**src/rtl/mem_port_arbiter.sv**
```systemverilog
// Shares one external memory port between instruction fetch and the MEM stage.
// Data requests win by default, but a capped grant streak lets a waiting fetch through.
module mem_port_arbiter #(
    parameter int ADDR_WIDTH   = 32,
    parameter int DATA_WIDTH   = 32,
    parameter int STARVE_LIMIT = 4,
    parameter int TIMEOUT      = 255
) (
    input  logic                  clk,
    input  logic                  rst_n,
    input  logic                  i_req,
    input  logic [ADDR_WIDTH-1:0] i_addr,
    output logic [DATA_WIDTH-1:0] i_rdata,
    output logic                  i_ready,
    output logic                  i_stall,
    input  logic                  d_req,
    input  logic                  d_we,
    input  logic [ADDR_WIDTH-1:0] d_addr,
    input  logic [DATA_WIDTH-1:0] d_wdata,
    output logic [DATA_WIDTH-1:0] d_rdata,
    output logic                  d_ready,
    output logic                  d_stall,
    output logic                  m_req,
    output logic                  m_we,
    output logic [ADDR_WIDTH-1:0] m_addr,
    output logic [DATA_WIDTH-1:0] m_wdata,
    input  logic [DATA_WIDTH-1:0] m_rdata,
    input  logic                  m_ack,
    output logic                  timeout_err
);

    localparam int SW = (STARVE_LIMIT < 1) ? 1 : $clog2(STARVE_LIMIT + 1);
    localparam int TW = (TIMEOUT < 2) ? 1 : $clog2(TIMEOUT + 1);
    localparam logic [SW-1:0] STREAK_MAX = SW'(STARVE_LIMIT);
    localparam logic [TW-1:0] TMO_LAST   = TW'(TIMEOUT - 1);

    typedef enum logic [1:0] {IDLE, BUSY_I, BUSY_D} state_e;

    state_e                state_q, state_d;
    logic [SW-1:0]         streak_q, streak_d;
    logic [TW-1:0]         tmo_q, tmo_d;
    logic                  m_req_q, m_req_d;
    logic                  m_we_q, m_we_d;
    logic [ADDR_WIDTH-1:0] m_addr_q, m_addr_d;
    logic [DATA_WIDTH-1:0] m_wdata_q, m_wdata_d;
    logic [DATA_WIDTH-1:0] i_rdata_q, i_rdata_d;
    logic [DATA_WIDTH-1:0] d_rdata_q, d_rdata_d;
    logic                  i_ready_q, i_ready_d;
    logic                  d_ready_q, d_ready_d;
    logic                  err_q, err_d;

    logic i_eff, d_eff, grant_i, grant_d;

    // A port's request is not re-arbitrated during its own ready cycle.
    assign i_eff   = i_req & ~i_ready_q;
    assign d_eff   = d_req & ~d_ready_q;
    assign grant_i = i_eff & (~d_eff | (streak_q == STREAK_MAX));
    assign grant_d = d_eff & ~grant_i;

    always_ff @(posedge clk or negedge rst_n) begin
        if (!rst_n) begin
            state_q   <= IDLE;
            streak_q  <= '0;
            tmo_q     <= '0;
            m_req_q   <= 1'b0;
            m_we_q    <= 1'b0;
            m_addr_q  <= '0;
            m_wdata_q <= '0;
            i_rdata_q <= '0;
            d_rdata_q <= '0;
            i_ready_q <= 1'b0;
            d_ready_q <= 1'b0;
            err_q     <= 1'b0;
        end else begin
            state_q   <= state_d;
            streak_q  <= streak_d;
            tmo_q     <= tmo_d;
            m_req_q   <= m_req_d;
            m_we_q    <= m_we_d;
            m_addr_q  <= m_addr_d;
            m_wdata_q <= m_wdata_d;
            i_rdata_q <= i_rdata_d;
            d_rdata_q <= d_rdata_d;
            i_ready_q <= i_ready_d;
            d_ready_q <= d_ready_d;
            err_q     <= err_d;
        end
    end

    always_comb begin
        state_d   = state_q;
        streak_d  = streak_q;
        tmo_d     = tmo_q;
        m_req_d   = m_req_q;
        m_we_d    = m_we_q;
        m_addr_d  = m_addr_q;
        m_wdata_d = m_wdata_q;
        i_rdata_d = i_rdata_q;
        d_rdata_d = d_rdata_q;
        i_ready_d = 1'b0;
        d_ready_d = 1'b0;
        err_d     = err_q;
        unique case (state_q)
            IDLE: begin
                if (grant_i) begin
                    state_d  = BUSY_I;
                    m_req_d  = 1'b1;
                    m_we_d   = 1'b0;
                    m_addr_d = i_addr;
                    streak_d = '0;
                    tmo_d    = '0;
                end else if (grant_d) begin
                    state_d   = BUSY_D;
                    m_req_d   = 1'b1;
                    m_we_d    = d_we;
                    m_addr_d  = d_addr;
                    m_wdata_d = d_wdata;
                    tmo_d     = '0;
                    if (!i_req) begin
                        streak_d = '0;
                    end else if (streak_q != STREAK_MAX) begin
                        streak_d = streak_q + 1'b1;
                    end
                end
            end
            BUSY_I, BUSY_D: begin
                // An ack in the final timeout cycle still counts as a normal completion.
                if (m_ack || (tmo_q == TMO_LAST)) begin
                    state_d = IDLE;
                    m_req_d = 1'b0;
                    if (state_q == BUSY_I) begin
                        i_ready_d = 1'b1;
                        i_rdata_d = m_ack ? m_rdata : '0;
                    end else begin
                        d_ready_d = 1'b1;
                        if (!m_we_q) begin
                            d_rdata_d = m_ack ? m_rdata : '0;
                        end
                    end
                    if (!m_ack) begin
                        err_d = 1'b1;
                    end
                end else begin
                    tmo_d = tmo_q + 1'b1;
                end
            end
            default: state_d = IDLE;
        endcase
    end

    always_comb begin
        m_req       = m_req_q;
        m_we        = m_we_q;
        m_addr      = m_addr_q;
        m_wdata     = m_wdata_q;
        i_rdata     = i_rdata_q;
        d_rdata     = d_rdata_q;
        i_ready     = i_ready_q;
        d_ready     = d_ready_q;
        timeout_err = err_q;
        i_stall     = i_req & ~i_ready_q;
        d_stall     = d_req & ~d_ready_q;
    end

endmodule

```
**config.mk**
```make
export PLATFORM = sky130hd
export DESIGN_NAME = mem_port_arbiter
export DESIGN_NICKNAME = d
export VERILOG_FILES = /design/src/rtl/mem_port_arbiter.sv
export SDC_FILE = /design/constraint.sdc
export NUM_CORES = 1
export LEC_CHECK = 0
export ABC_CLOCK_PERIOD_IN_PS = 2150
export CORE_MARGIN = 3
export CORE_UTILIZATION = 39
export CTS_BUF_LIST = sky130_fd_sc_hd__clkbuf_4 sky130_fd_sc_hd__clkbuf_8
export CTS_CLUSTER_SIZE = 20
export DETAILED_ROUTE_END_ITERATION = 8
export GPL_TIMING_DRIVEN = 0
export PLACE_DENSITY_LB_ADDON = 0.08
export SYNTH_ARGS = -nofsm -noshare
export SYNTH_HDL_FRONTEND = slang
export SYNTH_SLANG_ARGS = --single-unit
```
**constraint.sdc**
```tcl
create_clock -name clk -period 2.15 [get_ports clk]
set_input_delay 0.43 -clock clk [delete_from_list [all_inputs] [get_ports clk]]
set_output_delay 0.43 -clock clk [all_outputs]
set_load 0.1 [all_outputs]
```
Word-level counts from Yosys, hierarchy flattened

Cells that the tools add are included.

Add/subtract/negate cells: 2
Equality and inequality tests: 9
Muxes and demuxes: 27
Bitwise logic cells: 12
Reductions and logical operators: 14

Operators by type and width:

| kind                | count |
|---|---|
| $mux 32             | 3 |
| $mux 8              | 3 |
| $reduce_and 3->1    | 6 |
| $pmux 8 s2          | 1 |
| $mux 3              | 4 |
| $mux 1              | 11 |
| $add 8x1->8 const B | 1 |
| $eq 8x8->1 const B  | 1 |
| $not 1->1           | 7 |
| $mux 2              | 3 |
| $ne 3x3->1 const B  | 2 |
| $and 1x1->1         | 4 |
| $ne 2x2->1 const B  | 2 |
| $pmux 2 s2          | 1 |
| $reduce_and 2->1    | 2 |
| $reduce_and 4->1    | 1 |
| $reduce_bool 2->1   | 2 |
| $add 3x1->3 const B | 1 |
| $eq 3x3->1 const B  | 1 |
| $ne 3x1->1 const B  | 1 |
| $eq 2x1->1 const B  | 1 |
| $eq 2x2->1 const B  | 1 |
| $logic_not 2->1     | 1 |
| $pmux 1 s2          | 1 |
| 3 further kinds     | 3 |

Bits in registers: 146
Input port bits: 134
Logic and storage cells: 76

Logic depth before layout (Yosys ltp)

Depth after elaboration: 10
Mapped depth: 8
Gate-level depth less buffers: 6

Worst setup path after synthesis

Ideal clock, no wire load.

Path kind: reg-to-reg
Start point: reg i_ready_q (netlist: i_ready)
End point: reg m_wdata_q[10] (netlist: m_wdata[10])
Data arrival time: 2.886 ns
Required time: 2.025 ns
Slack: -0.861 ns
Cell stages (with the launch flop): 8
Buffers on the path: 2
Period minus slack after synthesis: 3.011 ns
Cells stage by stage: dfrtp_1 nand2b_1 buf_2 inv_1 o21ai_1 nor2_2 buf_2 mux2_2

Word-level cells in the longest chain between the ends: 6

Ends and longest elaborated chain:

| item                                  | RTL line | source |
|---|---|---|
| start: declaration                    | 48       | `logic i_ready_q, i_ready_d;` |
| start signal: assignment              | 84       | `i_ready_q <= i_ready_d;` |
| $not 1->1 (*)                         | -        |  |
| $and 1x1->1 (*)                       | -        |  |
| net i_stall                           | 15       | `output logic i_stall,` |
| $and 1x1->1 (*)                       | 57       | `assign grant_i = i_eff & (~d_eff \| (streak_q == STREAK_MAX));` |
| $not 1->1 (no source line) (*)        | -        |  |
| $and 1x1->1                           | 58       | `assign grant_d = d_eff & ~grant_i;` |
| $reduce_and 3->1 (no source line) (*) | -        |  |
| end signal: assignment                | 81       | `m_wdata_q <= m_wdata_d;` |
| end: declaration                      | 45       | `logic [DATA_WIDTH-1:0] m_wdata_q, m_wdata_d;` |

Mark *: on every way through the listed nets, which the timed path passes. The rest lies on a longest branch.
A chain may end at the register's enable or synchronous reset.

Worst setup path in the final report

Start point: reg tmo_q[0]
End point: reg d_rdata_q[26] (netlist: d_rdata[26])

Word-level cells in the longest chain between the ends: 3

Ends and longest elaborated chain:

| item                              | RTL line | source |
|---|---|---|
| start: declaration                | 41       | `logic [TW-1:0] tmo_q, tmo_d;` |
| start signal: assignment          | 77       | `tmo_q <= tmo_d;` |
| $eq 8x8->1                        | 128      | `if (m_ack \|\| (tmo_q == TMO_LAST)) begin` |
| $logic_or 1x1->1                  | 128      |  |
| $reduce_and 4->1 (no source line) | -        |  |
| end signal: assignment            | 83       | `d_rdata_q <= d_rdata_d;` |
| end: declaration                  | 47       | `logic [DATA_WIDTH-1:0] d_rdata_q, d_rdata_d;` |

No other way between the ends.

==> out/results.ini <==
[routing]
via_per_inst = 5.155
drcViolationCount = 0
vias = 5438
wirelength_um = 18740
dr.pass1.iters = 5
dr.first_iter.drc_count = 346
ant_nets = 0
detail_route.wl_per_cell_um = 17.77

[critical_path]
cp.required_ns = 2.48
cp-end-kind = register
cp_slowest_cell = dfrtp_2
crit_chain = inv_1 -> ha_2 -> nand4_4 -> o31a_1 -> or3_4 -> buf_6 -> buf_6 -> a22o_1
crit_fanout = 10
r2r_start = tmo_q[0]$_DFFE_PN0P_
r2r-end = d_rdata[26]$_DFFE_PN0P_
worstSetupStartpoint = tmo_q[0]$_DFFE_PN0P_
reg2reg_slack_ns = 0.03
cp_slowest_stage_delay_ns = 0.41
reg2regPathDepth = 8
cp-start-kind = register
cp_num_buf_inv = 3
path_common_cell = buf_6
path_delay_family = compound AO/OA/AOI/OAI gates
crit_arrival_ns = 2.45
crit_type = register to register

[synth]
synth.most_common_cell = dfrtp_1
synth_fa_ha_area_share_pct = 1.235
synth-async-reset-ratio_pct = 100.0
synth_mux_area_share_pct = 6.092
synth-edff-count = 0
yosysWarnings = 0
synth_seq_cells = 146
post-synth-top-area-cell = dfrtp_1
synth_common_cells = dfrtp_1, nand2_1, o21ai_0, a31oi_1, nor2_1
ys_types = 41
yosysSeqAreaShare_pct = 60.09
syn_area_mm2 = 0.006080
synthCells = 568
synth_area_leaders = dfrtp_1, nand2_1, mux2_2
synthFlopType = dfrtp_1
avgSynthCellArea_um2 = 10.70
yosys.area.top_type_share_pct = 60.09
synth_top_family_by_area = compound AO/OA/AOI/OAI gates
synth_compound_area_share_pct = 17.68
synth-simple-area-share_pct = 11.01
synth-xor-area-share_pct = 0.1441
synth_fp_nets = 708

[floorplanning]
core_area_mm2 = 0.01520
die_w_um = 130.9
initial_core_util_pct = 39.99
chipHeight_um = 130.9
pin_count = 269
std_cell_rows = 45
die_area_mm2 = 0.01712

[placed_design]
place_area_mm2 = 0.009146
place_ws_ns = -0.7960
io_buffers = 267
hpwl_um = 13930
gp_congestion = 0.8617
post-place-cells = 1024

[sta]
holdWs_ns = -0.006597
setup_viol = 0
tightest_slew_ns = 1.024
clock_skew_ns = 0.01158
hold_violations = 9
clock.fmax_ghz = 0.4726
finalSetupTns_ns = 0
relSlewSlack_pct = 31.98
drv_slew = 0
setup_ws_ns = 0.03393
min_period_over_period_pct = 98.42
fin_crit_ns = 2.116

[run_status]
outcome = complete, but fails checks
violations = negative hold slack

[clock_tree]
cts_made_buffers = 17
cts_htree_levels = 4
clockRootBuffer = clkbuf_8
cts_max_path_buffers = 2
insertion_delay_ns = 0.44
cts_tree = built
hold_buffers = 0
cts.clk_slew.worst_paths_ns = 0.08
clock_sinks = 146

[layout]
drive_gt1_share_pct = 14.76
fin_nets = 996
design_area_mm2 = 0.009473
instances_no_fill = 1055
syn2layout_area_growth_pct = 55.81
n_antenna_cell = 0
fillCellCount = 1242

[worst_hold_path]
hp-class = input port to asynchronous set/reset pin

[global_route]
grt_pass1_vias = 5490
grt_overflow = 0
antenna_found_initial = 0
grt_pass1_wl_um = 28550
grt_max_degree = 75
grt_use_total_pct = 21.28

[run]
cap_viol_max_count = 0

==> logic make-up after synthesis <==
family / Yosys count
AO/OA/AOI/OAI: 167
AND/OR/NAND/NOR: 162
flip-flops: 146
buffers and inverters: 53
multiplexers: 33
adder cells (fa/ha/maj): 6
XOR/XNOR: 1
==> layout make-up <==
cell class              count  area, um2  share of cell area, %
plain buffers              38      255.2                  2.694
clock buffers              20      269.0                  2.840
clock inverters            10      111.4                  1.176
inverters                  14      60.06                 0.6340
multi-input cells         369       2288                  24.16
flip-flops and latches    146       3664                  38.67
well taps                 188      235.2                  2.483
repair buffers            270       2590                  27.34
==> layer usage <==
layer	up-vias	global-route usage (%)	routed length, um
li1	2570	-	-
met1	2610	26.76	7616
met2	231	34.82	9072
met3	27	7.154	1679
met4	0	6.836	376
met5	-	0	0
==> worst reg2reg max path: cells and delay by family (launching register included) <==
family	cells	cell delay, ns
AO/OA/AOI/OAI	2	0.55
AND/OR/NAND/NOR	2	0.47
flip-flops	1	0.41
adder cells (fa/ha/maj)	1	0.21
buffers and inverters	3	0.36
==> sequential cells by signal, indices dropped and copies added (netlist names) <==
| name | cells |
|---|---|
| d_rdata | 32 |
| i_rdata | 32 |
| m_addr | 32 |
| m_wdata | 32 |
| tmo_q | 8 |
| streak_q | 3 |
| state_q | 2 |
| d_ready | 1 |
| i_ready | 1 |
| m_req | 1 |
| m_we | 1 |
| timeout_err | 1 |
==> through the flow <==
step	util, %	hold slack, ns
4_1_cts	61.88	0.008138
3_3_place_gp	59.98	0.4473
5_1_grt	62.31	0.02833
3_5_place_dp	60.16	0.4441
2_1_floorplan	-	0.1344
6_report	62.31	-0.006597
==> repair_timing <==
| action | in CTS | in global routing |
|---|---|---|
| pin swaps | 1 | 1 |
| buffers inserted | 0 | 2 |
| endpoints found under the setup margin | 205 | 129 |
| hold endpoints to repair | 0 | 0 |
| gates resized for setup | 169 | 101 |
==> worst max-delay path by stage <==
stage               cells after the start  slack (ns)                 endpoint
floorplan                               6       -0.18  m_wdata[10]$_DFFE_PN0P_
global placement                        1       -6.19        d_ready$_DFF_PN0_
CTS                                     1      0.0007              d_rdata[23]
finish                                  8        0.03  d_rdata[26]$_DFFE_PN0P_
global route                            8       -0.01  d_rdata[30]$_DFFE_PN0P_
detailed placement                      5       -0.80                  i_stall
==> cell usage in the layout (no fill, tap or decap), drive strengths merged, types with 16 or more instances in the layout <==
cell and n:
a31oi 36, buf 16, clkbuf 60, o21ai 70
clkdlybuf4s50 131, dlygate4sd2 53, clkdlybuf4s15 68, nor2 36
mux2 32, a22o 34, nand2 105, dfrtp 146
Power is not shown: default switching activity piles up to over one toggle a cycle in this logic, so the estimate is an artifact.
